$ cat config.mk
export PLATFORM = sky130hd
export DESIGN_NAME = stm_segment_scheduler_flat
export DESIGN_NICKNAME = d
export VERILOG_FILES = /design/src/rtl/stm_segment_scheduler_pkg.sv /design/src/rtl/stm_segment_scheduler_if.sv /design/src/rtl/stm_segment_scheduler_idx_counter.sv /design/src/rtl/stm_segment_scheduler.sv /design/src/flat_wrapper.sv
export SDC_FILE = /design/constraint.sdc
export NUM_CORES = 1
export LEC_CHECK = 0
export CELL_PAD_IN_SITES_DETAIL_PLACEMENT = 1
export CELL_PAD_IN_SITES_GLOBAL_PLACEMENT = 2
export CORE_MARGIN = 4
export CORE_UTILIZATION = 34
export DETAILED_ROUTE_END_ITERATION = 10
export MAX_ROUTING_LAYER = met4
export PLACE_DENSITY_LB_ADDON = 0.1
export SETUP_SLACK_MARGIN = 0.15
export SLEW_MARGIN = 40
export SYNTH_ARGS = -nofsm -noshare
export SYNTH_HDL_FRONTEND = slang
export SYNTH_SLANG_ARGS = --single-unit
export TNS_END_PERCENT = 50
$ cat constraint.sdc
create_clock -name CLK -period 14.5 [get_ports CLK]
set_clock_uncertainty 0.1 [all_clocks]
set_input_delay 1.45 -clock CLK [delete_from_list [all_inputs] [get_ports CLK]]
set_output_delay 1.45 -clock CLK [all_outputs]
set_load 0.01 [all_outputs]
$ cat src/rtl/stm_segment_scheduler_pkg.sv
// Shared constants and types for the STM segment scheduler: transition mode
// codes, segment count, the infinite-repeat marker and the FSM/request types.
package stm_segment_scheduler_pkg;

    localparam int          NUM_SEGMENT  = 2;
    localparam logic [31:0] REP_INFINITE = 32'hFFFF_FFFF;

    localparam logic [7:0] TRANSITION_MODE_SYNC_IDX  = 8'h00;
    localparam logic [7:0] TRANSITION_MODE_SYS_TIME  = 8'h01;
    localparam logic [7:0] TRANSITION_MODE_GPIO      = 8'h02;
    localparam logic [7:0] TRANSITION_MODE_EXT       = 8'hF0;
    localparam logic [7:0] TRANSITION_MODE_IMMEDIATE = 8'hFF;

    typedef enum logic [1:0] {
        ST_RUN,
        ST_WAIT,
        ST_EXT_RUN
    } state_t;

    typedef enum logic [2:0] {
        SW_SYNC_IDX,
        SW_SYS_TIME,
        SW_GPIO,
        SW_EXT,
        SW_IMMEDIATE
    } swap_rule_t;

    // A segment-change request captured on SET, held until the swap fires.
    typedef struct packed {
        logic        segment;
        logic [31:0] rep;
        logic [7:0]  mode;
        logic [63:0] value;
    } request_t;

    // Unknown mode codes fall back to an immediate swap.
    function automatic swap_rule_t decode_mode(input logic [7:0] mode);
        case (mode)
            TRANSITION_MODE_SYNC_IDX: return SW_SYNC_IDX;
            TRANSITION_MODE_SYS_TIME: return SW_SYS_TIME;
            TRANSITION_MODE_GPIO:     return SW_GPIO;
            TRANSITION_MODE_EXT:      return SW_EXT;
            default:                  return SW_IMMEDIATE;
        endcase
    endfunction

endpackage

$ cat src/rtl/stm_segment_scheduler_if.sv
// Settings/control inputs and read-pointer outputs of the segment scheduler.
// master = settings side / consumer of the read pointer, slave = scheduler.
interface stm_segment_scheduler_if
    import stm_segment_scheduler_pkg::*;
#(
    parameter int IDX_W  = 13,
    parameter int GPIO_W = 4
);
    logic [63:0]                        SYS_TIME;
    logic                               UPDATE;
    logic                               SET;
    logic                               REQ_SEGMENT;
    logic [31:0]                        REP;
    logic [7:0]                         TRANSITION_MODE;
    logic [63:0]                        TRANSITION_VALUE;
    logic [NUM_SEGMENT-1:0][IDX_W-1:0]  CYCLE;
    logic [NUM_SEGMENT-1:0][31:0]       FREQ_DIV;
    logic [GPIO_W-1:0]                  GPIO_IN;
    logic                               SEGMENT;
    logic [IDX_W-1:0]                   IDX;
    logic                               STOP;
    logic                               SWITCHED;

    modport master (
        output SYS_TIME, UPDATE, SET, REQ_SEGMENT, REP, TRANSITION_MODE,
               TRANSITION_VALUE, CYCLE, FREQ_DIV, GPIO_IN,
        input  SEGMENT, IDX, STOP, SWITCHED
    );

    modport slave (
        input  SYS_TIME, UPDATE, SET, REQ_SEGMENT, REP, TRANSITION_MODE,
               TRANSITION_VALUE, CYCLE, FREQ_DIV, GPIO_IN,
        output SEGMENT, IDX, STOP, SWITCHED
    );

endinterface

$ cat src/rtl/stm_segment_scheduler_idx_counter.sv
// Sample-index counter for the active segment: frequency division, cycle
// wrap, finite repeat accounting and the STOP hold. `wrap` flags the tick on
// which the segment reaches its last sample boundary (even if it then stops).
module stm_idx_counter
    import stm_segment_scheduler_pkg::*;
#(
    parameter int IDX_W = 13
) (
    input  logic              clk,
    input  logic              rst_n,
    input  logic              load,
    input  logic [31:0]       load_rep,
    input  logic              advance,
    input  logic [IDX_W-1:0]  cycle,
    input  logic [31:0]       freq_div,
    output logic [IDX_W-1:0]  idx,
    output logic              stop,
    output logic              wrap
);

    logic [31:0] div_cnt;
    logic [31:0] rep_cnt;
    logic        step;
    logic        last_tick;
    logic        at_end;

    // >= rather than == so a shrunk FREQ_DIV/CYCLE cannot strand the counter
    // beyond the new limit; it simply completes at the next comparison.
    assign step      = advance & ~stop;
    assign last_tick = div_cnt >= (freq_div - 32'd1);
    assign at_end    = idx >= cycle;
    assign wrap      = step & last_tick & at_end;

    // Divider, index and repeat bookkeeping; a load restarts the segment.
    always_ff @(posedge clk or negedge rst_n) begin
        // NOTE: sequential state is assigned with <= so every register samples
        // the pre-edge values; blocking here would create order-dependent races.
        if (!rst_n) begin
            div_cnt <= '0;
            idx     <= '0;
            rep_cnt <= REP_INFINITE;
            stop    <= 1'b0;
        end else if (load) begin
            div_cnt <= '0;
            idx     <= '0;
            rep_cnt <= load_rep;
            stop    <= 1'b0;
        end else if (step) begin
            if (last_tick) begin
                div_cnt <= '0;
                if (at_end) begin
                    if (rep_cnt == REP_INFINITE) begin
                        idx <= '0;
                    end else if (rep_cnt == 32'd0) begin
                        idx  <= cycle;
                        stop <= 1'b1;
                    end else begin
                        idx     <= '0;
                        rep_cnt <= rep_cnt - 32'd1;
                    end
                end else begin
                    idx <= idx + IDX_W'(1);
                end
            end else begin
                div_cnt <= div_cnt + 32'd1;
            end
        end
    end

endmodule

$ cat src/rtl/stm_segment_scheduler.sv
// STM segment scheduler: holds the pending segment-change request, evaluates
// the transition rule each cycle and drives the read segment/index for `stm`.
module stm_segment_scheduler
    import stm_segment_scheduler_pkg::*;
#(
    parameter int IDX_W  = 13,
    parameter int GPIO_W = 4
) (
    input  logic                    CLK,
    input  logic                    RST_N,
    stm_segment_scheduler_if.slave  bus
);

    localparam int SEL_W = (GPIO_W > 1) ? $clog2(GPIO_W) : 1;

    state_t            state;
    state_t            state_next;
    request_t          pending;
    swap_rule_t        rule;
    logic              segment;
    logic              switched;
    logic              swap;
    logic              swap_segment;
    logic [31:0]       swap_rep;
    logic              sync_hit;
    logic              gpio_hit;
    logic [SEL_W-1:0]  gpio_sel;
    logic [GPIO_W-1:0] gpio_prev;
    logic [GPIO_W-1:0] gpio_edge;
    logic [GPIO_W-1:0] gpio_rise;
    logic [IDX_W-1:0]  idx;
    logic              stop;
    logic              wrap;

    assign rule      = decode_mode(pending.mode);
    assign gpio_rise = bus.GPIO_IN & ~gpio_prev;
    assign gpio_sel  = pending.value[SEL_W-1:0];
    assign gpio_hit  = gpio_edge[gpio_sel] | gpio_rise[gpio_sel];
    // A stopped segment never wraps again, so the next tick stands in for it.
    assign sync_hit  = wrap | (bus.UPDATE & stop);

    stm_idx_counter #(.IDX_W(IDX_W)) u_idx_counter (
        .clk      (CLK),
        .rst_n    (RST_N),
        .load     (swap),
        .load_rep (swap_rep),
        .advance  (bus.UPDATE),
        .cycle    (bus.CYCLE[segment]),
        .freq_div (bus.FREQ_DIV[segment]),
        .idx      (idx),
        .stop     (stop),
        .wrap     (wrap)
    );

    // FSM state register.
    always_ff @(posedge CLK or negedge RST_N) begin
        if (!RST_N) state <= ST_RUN;
        else        state <= state_next;
    end

    // Next state: a new SET always (re)enters WAIT, even when a swap for the
    // previous request fires in the same cycle.
    always_comb begin
        state_next = state;
        if (bus.SET) begin
            state_next = ST_WAIT;
        end else if (swap) begin
            state_next = (state == ST_EXT_RUN || rule == SW_EXT) ? ST_EXT_RUN : ST_RUN;
        end
    end

    // Swap decision and what the swap loads into the index counter.
    always_comb begin
        // NOTE: every output of this block gets a default first, so no path
        // leaves one unassigned and no latch is inferred.
        swap         = 1'b0;
        swap_segment = pending.segment;
        swap_rep     = pending.rep;
        case (state)
            ST_WAIT: begin
                case (rule)
                    SW_SYNC_IDX: swap = sync_hit;
                    SW_SYS_TIME: swap = bus.UPDATE & (bus.SYS_TIME >= pending.value);
                    SW_GPIO:     swap = bus.UPDATE & gpio_hit;
                    SW_EXT: begin
                        swap     = sync_hit;
                        swap_rep = REP_INFINITE;
                    end
                    default:     swap = 1'b1;
                endcase
            end
            ST_EXT_RUN: begin
                swap         = wrap;
                swap_segment = ~segment;
                swap_rep     = REP_INFINITE;
            end
            default: ;
        endcase
    end

    // Pending request capture; the last SET wins.
    always_ff @(posedge CLK or negedge RST_N) begin
        // NOTE: the pending request is explicitly reset so a request issued
        // before a reset can never fire after it.
        if (!RST_N)       pending <= '{segment: 1'b0, rep: REP_INFINITE, mode: '0, value: '0};
        else if (bus.SET) pending <= '{segment: bus.REQ_SEGMENT, rep: bus.REP,
                                       mode: bus.TRANSITION_MODE, value: bus.TRANSITION_VALUE};
    end

    // Active segment and the one-cycle SWITCHED pulse.
    always_ff @(posedge CLK or negedge RST_N) begin
        if (!RST_N) begin
            segment  <= 1'b0;
            switched <= 1'b0;
        end else begin
            switched <= swap;
            if (swap) segment <= swap_segment;
        end
    end

    // GPIO rising edges are held until a new request or a swap consumes them.
    always_ff @(posedge CLK or negedge RST_N) begin
        if (!RST_N) begin
            gpio_prev <= '0;
            gpio_edge <= '0;
        end else begin
            gpio_prev <= bus.GPIO_IN;
            if (bus.SET || swap) gpio_edge <= '0;
            else                 gpio_edge <= gpio_edge | gpio_rise;
        end
    end

    assign bus.SEGMENT  = segment;
    assign bus.IDX      = idx;
    assign bus.STOP     = stop;
    assign bus.SWITCHED = switched;

endmodule

$ cat src/flat_wrapper.sv
// flat-port wrapper written by rule: the top's interface ports become plain ports
module stm_segment_scheduler_flat import stm_segment_scheduler_pkg::*;
#(
    parameter int IDX_W  = 13,
    parameter int GPIO_W = 4
)
  (CLK, RST_N, bus_SYS_TIME, bus_UPDATE, bus_SET, bus_REQ_SEGMENT, bus_REP, bus_TRANSITION_MODE, bus_TRANSITION_VALUE, bus_CYCLE, bus_FREQ_DIV, bus_GPIO_IN, bus_SEGMENT, bus_IDX, bus_STOP, bus_SWITCHED);
  stm_segment_scheduler_if #(.IDX_W(IDX_W), .GPIO_W(GPIO_W)) bus_i ();
  input  logic CLK;
  input  logic RST_N;
  input wire logic [$bits(bus_i.SYS_TIME)-1:0] bus_SYS_TIME;
  input wire logic [$bits(bus_i.UPDATE)-1:0] bus_UPDATE;
  input wire logic [$bits(bus_i.SET)-1:0] bus_SET;
  input wire logic [$bits(bus_i.REQ_SEGMENT)-1:0] bus_REQ_SEGMENT;
  input wire logic [$bits(bus_i.REP)-1:0] bus_REP;
  input wire logic [$bits(bus_i.TRANSITION_MODE)-1:0] bus_TRANSITION_MODE;
  input wire logic [$bits(bus_i.TRANSITION_VALUE)-1:0] bus_TRANSITION_VALUE;
  input wire logic [$bits(bus_i.CYCLE)-1:0] bus_CYCLE;
  input wire logic [$bits(bus_i.FREQ_DIV)-1:0] bus_FREQ_DIV;
  input wire logic [$bits(bus_i.GPIO_IN)-1:0] bus_GPIO_IN;
  output wire logic [$bits(bus_i.SEGMENT)-1:0] bus_SEGMENT;
  output wire logic [$bits(bus_i.IDX)-1:0] bus_IDX;
  output wire logic [$bits(bus_i.STOP)-1:0] bus_STOP;
  output wire logic [$bits(bus_i.SWITCHED)-1:0] bus_SWITCHED;
  assign bus_i.SYS_TIME = bus_SYS_TIME;
  assign bus_i.UPDATE = bus_UPDATE;
  assign bus_i.SET = bus_SET;
  assign bus_i.REQ_SEGMENT = bus_REQ_SEGMENT;
  assign bus_i.REP = bus_REP;
  assign bus_i.TRANSITION_MODE = bus_TRANSITION_MODE;
  assign bus_i.TRANSITION_VALUE = bus_TRANSITION_VALUE;
  assign bus_i.CYCLE = bus_CYCLE;
  assign bus_i.FREQ_DIV = bus_FREQ_DIV;
  assign bus_i.GPIO_IN = bus_GPIO_IN;
  assign bus_SEGMENT = bus_i.SEGMENT;
  assign bus_IDX = bus_i.IDX;
  assign bus_STOP = bus_i.STOP;
  assign bus_SWITCHED = bus_i.SWITCHED;
  stm_segment_scheduler #(.IDX_W(IDX_W), .GPIO_W(GPIO_W)) u_core (.CLK(CLK), .RST_N(RST_N), .bus(bus_i));
endmodule
-- After elaboration in Yosys (flattened, before gate mapping)
Index checks and enable logic that the tools add are counted.
W data, S select, Z words.
- output and inout bits: 16
- input bits: 267
- flip-flop bits (word level): 195
- word-level logic and storage cells: 99
- muxes and demuxes: 39
- bitwise operators: 13
- $add $sub $neg: 4
- reduce and logical (&&, ||, !) cells: 14
- magnitude comparators: 5
- eq/ne operators: 11
- operators with widths (operator ; number):
    $mux W32 ; 12
    $mux W13 ; 8
    $ge A64 B64 Y1 ; 1
    $pmux W32 S2 ; 1
    $sub A32 B1 Y32 const B ; 2
    $add A32 B1 Y32 const B ; 1
    $eq A32 B32 Y1 const B ; 1
    $ge A32 B32 Y1 ; 1
    $logic_not A32 Y1 ; 1
    $add A13 B1 Y13 const B ; 1
    $ge A13 B13 Y1 ; 1
    $pmux W3 S4 ; 1
    $reduce_and A5 Y1 ; 2
    $reduce_bool A2 Y1 ; 5
    $mux W1 ; 9
    $eq A8 B1 Y1 const B ; 1
    $eq A8 B2 Y1 const B ; 1
    $eq A8 B8 Y1 const B ; 1
    $logic_not A8 Y1 ; 1
    $and A1 B1 Y1 ; 6
    $eq A3 B2 Y1 const B ; 2
    $mux W2 ; 3
    $and A4 B4 Y4 ; 1
    $bmux W1 S2 ; 2
    other kinds (17) ; 21

-- Longest topological paths before layout
- word-level depth: 11
- gate-level depth with buffers: 28
- mapped depth without buffers: 20

-- Cells and area by module
A second synthesis with hierarchy kept.
- cell total of the unflattened synthesis: 1383
- area total of the unflattened synthesis: 12834.8 um^2
- by module, submodules not included (module ; cells each ; area each (um^2) ; sequential area each (um^2) ; times used):
    stm_segment_scheduler ; 664 ; 6774.0 ; 2967.8 ; 1
    stm_idx_counter ; 719 ; 6060.8 ; 1991.9 ; 1

-- Worst setup path after synthesis
OpenSTA, ideal clock, no wires.
- path type: register to register
- from: register u_core.segment, in the netlist u_core.bus.SEGMENT
- to: register u_core.u_idx_counter.rep_cnt[18]
- path slack: 8.033 ns
- path buffers: 8
- period minus slack after synthesis: 6.467 ns
- arrival time: 6.281 ns
- stages on the path, launching flop included: 29
- setup time: 0.086 ns
- data required time: 14.314 ns
- path through: dfrtp_1 buf_6 buf_6 buf_2 buf_2 buf_1 clkbuf_1 mux2i_1 ha_1 o21ai_1 or2_1 or2_4 or2_1 or2_4 nand2b_4 nand2b_1 xnor2_1 ha_1 nand4_1 nor4_1 and3_1 o311a_1 nor2_1 or3_1 buf_2 buf_4 nor3_1 xnor2_1 mux2i_1
- word-level cells in the longest chain between the ends: 11
- elaborated cells on any way between the ends: 19
- classes of those cells: 1 x add/sub; 2 x order compare; 2 x eq/ne; 7 x mux; 3 x bitwise; 4 x reduce/logical
- ends and longest elaborated chain (item ; line ; source):
    start: declaration ; stm_segment_scheduler.sv:20 ; logic segment;
    start signal: assignment ; stm_segment_scheduler.sv:117 ; if (swap) segment <= swap_segment;
    $mux W32 (implied by the code) (2 in a row) ; stm_segment_scheduler.sv:49 ; .freq_div (bus.FREQ_DIV[segment]),
    $sub A32 B1 Y32 ; stm_segment_scheduler_idx_counter.sv:30 ; assign last_tick = div_cnt >= (freq_div - 32'd1);
    $ge A32 B32 Y1 ; stm_segment_scheduler_idx_counter.sv:30 ;
    $and A1 B1 Y1 (2 in a row) ; stm_segment_scheduler_idx_counter.sv:32 ; assign wrap = step & last_tick & at_end;
    $or A1 B1 Y1 ; stm_segment_scheduler.sv:40 ; assign sync_hit = wrap | (bus.UPDATE & stop);
    $pmux W1 S3 ; stm_segment_scheduler.sv:81 ; case (rule)
    $pmux W1 S2 ; stm_segment_scheduler.sv:79 ; case (state)
    $ne A2 B1 Y1 (no source line) or $reduce_bool A2 Y1 (tied branches) ; - ;
    $reduce_and A5 Y1 (no source line) ; - ;
    end signal: assignment ; stm_segment_scheduler_idx_counter.sv:46 ; rep_cnt <= load_rep;
    end signal: assignment ; stm_segment_scheduler_idx_counter.sv:59 ; rep_cnt <= rep_cnt - 32'd1;
    end: declaration ; stm_segment_scheduler_idx_counter.sv:22 ; logic [31:0] rep_cnt;
Several ways; a longest one is shown, not always the timed one. The select of a mux whose other input is x is not followed.
A chain may end at the register's enable or synchronous reset.

-- Worst setup path in the final report
- from: input bus_FREQ_DIV[32]
- to: register u_core.u_idx_counter.rep_cnt[14]
- word-level cells in the longest chain between the ends: 11
- elaborated cells on any way between the ends: 16
- classes of those cells: 1 x add/sub; 1 x order compare; 2 x eq/ne; 5 x mux; 3 x bitwise; 4 x reduce/logical
- ends and longest elaborated chain (item ; line ; source):
    start: declaration ; flat_wrapper.sv:19 ; input wire logic [$bits(bus_i.FREQ_DIV)-1:0] bus_FREQ_DIV;
    $mux W32 (implied by the code) (*) (2 in a row) ; stm_segment_scheduler.sv:49 ;
    $sub A32 B1 Y32 (*) ; stm_segment_scheduler_idx_counter.sv:30 ;
    $ge A32 B32 Y1 (*) ; stm_segment_scheduler_idx_counter.sv:30 ;
    $and A1 B1 Y1 (2 in a row) ; stm_segment_scheduler_idx_counter.sv:32 ;
    $or A1 B1 Y1 ; stm_segment_scheduler.sv:40 ;
    $pmux W1 S3 ; stm_segment_scheduler.sv:81 ;
    $pmux W1 S2 ; stm_segment_scheduler.sv:79 ;
    $ne A2 B1 Y1 (no source line) or $reduce_bool A2 Y1 (tied branches) ; - ;
    $reduce_and A5 Y1 (no source line) ; - ;
Mark *: on every way between the ends. The rest lies on a longest branch, timed or not. The select of a mux whose other input is x is not followed.

==> impl_metrics.xml <==
<?xml version="1.0" encoding="UTF-8"?>
<metrics>
  <group name="routing">
    <metric name="drt_wl_total" unit="um">40500</metric>
    <metric name="drt_pre_antenna_iters" unit="">4</metric>
    <metric name="drt-vias-per-instance" unit="">5.192</metric>
    <metric name="drt-wirelength-per-cell" unit="um">18.25</metric>
    <metric name="dr.first_iter.drc_count" unit="">547</metric>
    <metric name="antenna_violating_nets_post_route" unit="">0</metric>
    <metric name="route.vias.total" unit="">11522</metric>
    <metric name="drc" unit="">0</metric>
  </group>
  <group name="layout">
    <metric name="finalCoreUtilization" unit="%">44.87</metric>
    <metric name="flow.area_growth_from_synthesis" unit="%">29.69</metric>
    <metric name="area_of_combinational_cells_with_multiple_inputs" unit="um^2">7467</metric>
    <metric name="ff_latch_area" unit="um^2">4964</metric>
    <metric name="nFillCells" unit="">4341</metric>
    <metric name="fin_nets" unit="">2066</metric>
    <metric name="drive_above_1_share" unit="%">10.56</metric>
    <metric name="final_cell_count_no_fill" unit="">2219</metric>
  </group>
  <group name="clocking">
    <metric name="cts_post_setup_buffers_inserted" unit="">0</metric>
    <metric name="tritoncts_num_sinks" unit="">195</metric>
    <metric name="tritoncts" unit="">yes</metric>
    <metric name="clkLatencyLatePin" unit="ns">0.44</metric>
    <metric name="clk_path_buf_depth" unit="">2</metric>
    <metric name="number_of_buffers_inserted_during_clock_tree_synthesis" unit="">17</metric>
    <metric name="hold_buf_count_cts" unit="">0</metric>
    <metric name="ctsHtreeMaxLevel" unit="">4</metric>
    <metric name="post_cts_resized" unit="">0</metric>
    <metric name="cts_root_buffer" unit="">sky130_fd_sc_hd__clkbuf_16</metric>
    <metric name="clk_pin_slew" unit="ns">0.08</metric>
  </group>
  <group name="timing">
    <metric name="timing.final.hold_violations" unit="">0</metric>
    <metric name="fin_worst_hold_slack" unit="ns">0.3990</metric>
    <metric name="grt_setup_unrepaired" unit="">no</metric>
    <metric name="max_slew_margin" unit="%">48.50</metric>
    <metric name="final.period_utilization" unit="%">50.60</metric>
    <metric name="fin_setup_tns" unit="ns">0</metric>
    <metric name="setup_violations" unit="">0</metric>
    <metric name="timing.fmax" unit="GHz">0.1363</metric>
    <metric name="finalMaxSlewViolations" unit="">0</metric>
    <metric name="final_period_minus_worst_setup_slack" unit="ns">7.336</metric>
    <metric name="worstMarginPinSlew" unit="ns">0.7725</metric>
  </group>
  <group name="global_routing">
    <metric name="grt_usage" unit="%">20.02</metric>
    <metric name="grt_max_degree" unit="">93</metric>
    <metric name="grt_use_met3" unit="%">4.998</metric>
    <metric name="met2_usage" unit="%">32.35</metric>
    <metric name="grt_util_met1" unit="%">25.85</metric>
    <metric name="grt_overflow" unit="">0</metric>
    <metric name="global_route.peak_usage_layer" unit="">met2</metric>
    <metric name="grt_pass1_vias" unit="">12348</metric>
    <metric name="antenna_found_initial" unit="">12</metric>
    <metric name="grt_first_pass_wirelength" unit="um">66150</metric>
  </group>
  <group name="worst_setup_path">
    <metric name="worst-setup-path-type" unit="">input port to flip-flop</metric>
    <metric name="setup.worst_path.start_class" unit="">input port</metric>
    <metric name="worst_ep_arrival_time" unit="ns">7.60</metric>
    <metric name="worstPathMaxFanout" unit="">67</metric>
    <metric name="r2r.worst_path.cells" unit="">21</metric>
    <metric name="critPathRequiredTime" unit="ns">14.76</metric>
    <metric name="critical_path.endpoint_type" unit="">flip-flop</metric>
  </group>
  <group name="synth">
    <metric name="synth.top_cells.by_count" unit="">sky130_fd_sc_hd__o21ai_0 (157), sky130_fd_sc_hd__dfrtp_1 (131), sky130_fd_sc_hd__nand2_1 (120)</metric>
    <metric name="synthArstFlopShare" unit="%">100.0</metric>
    <metric name="synth.distinct_cells" unit="">76</metric>
    <metric name="synth_simple_gate_area_share" unit="%">18.15</metric>
    <metric name="synthesis.yosys.warnings" unit="">0</metric>
    <metric name="synth_largest_type_area_fraction" unit="%">25.10</metric>
    <metric name="syn-cell-area" unit="um^2">13060</metric>
    <metric name="mapped_cells" unit="">1437</metric>
    <metric name="number_of_storage_elements_in_the_synthesis_netlist" unit="">195</metric>
    <metric name="post_synth_fa_ha_maj_area_fraction" unit="%">11.21</metric>
    <metric name="synth_seq_area_share" unit="%">37.97</metric>
    <metric name="synth_compound_gate_area_share" unit="%">16.15</metric>
    <metric name="synth-xor-area-share" unit="%">4.090</metric>
    <metric name="synth-edff-count" unit="">0</metric>
    <metric name="synth_top_family_by_area" unit="">simple AND/OR/NAND/NOR gates</metric>
    <metric name="yosys.cell_count.top_type" unit="">sky130_fd_sc_hd__o21ai_0</metric>
    <metric name="postSynth.topFlopCell" unit="">sky130_fd_sc_hd__dfrtp_1</metric>
    <metric name="synthMuxAreaShare" unit="%">7.462</metric>
    <metric name="post_synthesis_average_cell_area" unit="um^2">9.089</metric>
    <metric name="synth.area.top_cells" unit="">sky130_fd_sc_hd__dfrtp_1 (25%), sky130_fd_sc_hd__dfstp_2 (13%), sky130_fd_sc_hd__ha_1 (11%), sky130_fd_sc_hd__o21ai_0 (6.0%), sky130_fd_sc_hd__mux2i_1 (3.8%)</metric>
    <metric name="netlist.top_cell.by_area" unit="">sky130_fd_sc_hd__dfrtp_1</metric>
    <metric name="syn-num-nets" unit="">1821</metric>
  </group>
  <group name="power_and_ir_drop">
    <metric name="power_leakage" unit="nW">6.909</metric>
    <metric name="peakVddDrop" unit="V">0.00006808</metric>
    <metric name="post-layout-total-power" unit="W">0.001658</metric>
    <metric name="powerDensity" unit="nW/um^2">97.89</metric>
  </group>
  <group name="status">
    <metric name="run_status" unit="">complete, no violations</metric>
  </group>
  <group name="floorplanning">
    <metric name="fp.coreArea" unit="um^2">37760</metric>
    <metric name="floorplan.initialDensity" unit="%">34.59</metric>
    <metric name="rows" unit="">71</metric>
    <metric name="num_io_pins" unit="">283</metric>
    <metric name="die_span_y" unit="um">204</metric>
    <metric name="floorplan.die.width" unit="um">204</metric>
    <metric name="die_area" unit="um^2">41620</metric>
  </group>
  <group name="placed_design">
    <metric name="place.detailed.instances" unit="">2173</metric>
    <metric name="port_buffers" unit="">282</metric>
    <metric name="routabilityCongestion" unit="">0.7940</metric>
    <metric name="detailed_place_hpwl" unit="um">30860</metric>
  </group>
  <group name="worst_hold_path">
    <metric name="path_class_of_the_lowest_slack_min_delay_path" unit="">flip-flop to flip-flop</metric>
    <metric name="timing.hold.worst_path_depth" unit="">2</metric>
  </group>
  <group name="job">
    <metric name="maxCapViolations" unit="">0</metric>
  </group>
</metrics>
[per-layer routing]
layer	vias to the layer above	wire length, um
met5	-	0
met4	0	480
met3	25	2395
met2	199	18980
met1	5639	18650
li1	5659	-
[worst max-delay path: stages]
cell and delay [ns]:
sky130_fd_sc_hd__clkdlybuf4s50_1 0.40, sky130_fd_sc_hd__mux2i_1 0.31, sky130_fd_sc_hd__ha_1 0.26, sky130_fd_sc_hd__o21ai_1 0.10
sky130_fd_sc_hd__or2_1 0.29, sky130_fd_sc_hd__or2_4 0.29, sky130_fd_sc_hd__or2_1 0.29, sky130_fd_sc_hd__or2_4 0.30
sky130_fd_sc_hd__nand2b_4 0.15, sky130_fd_sc_hd__nand2b_1 0.16, sky130_fd_sc_hd__xnor2_1 0.15, sky130_fd_sc_hd__ha_1 0.29
sky130_fd_sc_hd__nand4_1 0.12, sky130_fd_sc_hd__nor4_1 0.35, sky130_fd_sc_hd__and3_1 0.23, sky130_fd_sc_hd__o31ai_1 0.08
sky130_fd_sc_hd__nand4_1 0.43, sky130_fd_sc_hd__buf_4 0.34, sky130_fd_sc_hd__o2111ai_1 0.24, sky130_fd_sc_hd__a311oi_4 0.33
sky130_fd_sc_hd__buf_4 0.63, sky130_fd_sc_hd__o211ai_1 0.19, sky130_fd_sc_hd__o21ai_0 0.14
[sequential cells by signal (all words and copies together), names as in the netlist]
| name | count |
|---|---|
| u_core.u_idx_counter.stop | 1 |
| u_core.gpio_sel | 2 |
| u_core.u_idx_counter.rep_cnt | 32 |
| u_core.pending | 103 |
| u_core.bus.SWITCHED | 1 |
| u_core.bus.SEGMENT | 1 |
| u_core.gpio_edge | 4 |
| u_core.gpio_prev | 4 |
| u_core.state | 2 |
| u_core.u_idx_counter.div_cnt | 32 |
| u_core.u_idx_counter.idx | 13 |
[final cells by class]
cell class              count  area share [%]
clock buffers              17           2.511
clock inverters            15          0.7091
well taps                 511           3.775
inverters                  87           1.928
repair buffers            296           17.50
flip-flops and latches    195           29.30
diodes                     13          0.1921
multi-input cells        1085           44.08
[cell usage in the layout (no fill, tap or decap), types with 6 or more instances in the layout]
cell / n
sky130_fd_sc_hd__a211oi_1: 9
sky130_fd_sc_hd__a21o_1: 9
sky130_fd_sc_hd__a21oi_1: 97
sky130_fd_sc_hd__a221oi_1: 6
sky130_fd_sc_hd__a31oi_1: 7
sky130_fd_sc_hd__and3_1: 15
sky130_fd_sc_hd__buf_4: 10
sky130_fd_sc_hd__clkbuf_16: 17
sky130_fd_sc_hd__clkdlybuf4s50_1: 280
sky130_fd_sc_hd__dfrtp_1: 130
sky130_fd_sc_hd__dfstp_2: 64
sky130_fd_sc_hd__diode_2: 13
sky130_fd_sc_hd__ha_1: 117
sky130_fd_sc_hd__inv_1: 87
sky130_fd_sc_hd__inv_6: 6
sky130_fd_sc_hd__mux2_2: 41
sky130_fd_sc_hd__mux2i_1: 49
sky130_fd_sc_hd__nand2_1: 120
sky130_fd_sc_hd__nand2b_1: 11
sky130_fd_sc_hd__nand3_1: 34
sky130_fd_sc_hd__nand3b_1: 10
sky130_fd_sc_hd__nand4_1: 25
sky130_fd_sc_hd__nand4b_1: 7
sky130_fd_sc_hd__nor2_1: 95
sky130_fd_sc_hd__nor2b_1: 14
sky130_fd_sc_hd__nor3_1: 41
sky130_fd_sc_hd__nor3b_1: 11
sky130_fd_sc_hd__nor4_1: 16
sky130_fd_sc_hd__o211ai_1: 23
sky130_fd_sc_hd__o21ai_0: 157
sky130_fd_sc_hd__o21ai_1: 6
sky130_fd_sc_hd__o22ai_1: 6
sky130_fd_sc_hd__or2_2: 6
sky130_fd_sc_hd__or3_1: 18
sky130_fd_sc_hd__xnor2_1: 38
sky130_fd_sc_hd__xor2_1: 23
[worst paths after layout]
kind	to	from	slack (ns)
worst max-delay path	u_core.u_idx_counter.rep_cnt[14]$_DFFE_PN1P_	bus_FREQ_DIV[32]	7.16
worst min-delay path	u_core.gpio_edge[2]$_DFF_PN0_	u_core.gpio_edge[2]$_DFF_PN0_	0.40
worst max register to register	u_core.u_idx_counter.rep_cnt[14]$_DFFE_PN1P_	u_core.bus.SEGMENT$_DFFE_PN0N_	7.53
worst min register to register	u_core.gpio_edge[2]$_DFF_PN0_	u_core.gpio_edge[2]$_DFF_PN0_	0.40
max in group asynchronous	u_core.bus.SEGMENT$_DFFE_PN0N_	RST_N	12.14
min in group asynchronous	u_core.u_idx_counter.idx[7]$_DFFE_PN0P_	RST_N	0.82
[metrics by stage]
stage | setup slack (ns) | instance area [um^2]
5_1_grt | 6.716 | 16940
3_5_place_dp | 6.669 | 16330
3_3_place_gp | 6.611 | 16310
6_report | 7.164 | 16940
4_1_cts | 7.129 | 16870
2_1_floorplan | 8.033 | 13060
[kinds of logic (layout without fill, tap and decap cells)]
| family | count (synthesis) | in the layout |
|---|---|---|
| and+or+nand+nor | 457 | 457 |
| muxes | 91 | 91 |
| xor gates and xnor gates | 61 | 61 |
| DFF | 195 | 195 |
| adders and majority gates | 117 | 117 |
| buffers and inverters | 157 | 415 |
| other | 0 | 13 |
| AOI/OAI and AO/OA | 359 | 359 |
[report_power, final]
group,internal [W],switching [W]
registers,0.000634,0.0000644
logic,0.000243,0.000256
clock network,0.000225,0.000236
total,0.00110,0.000556
(Power assumes the default switching activity.)
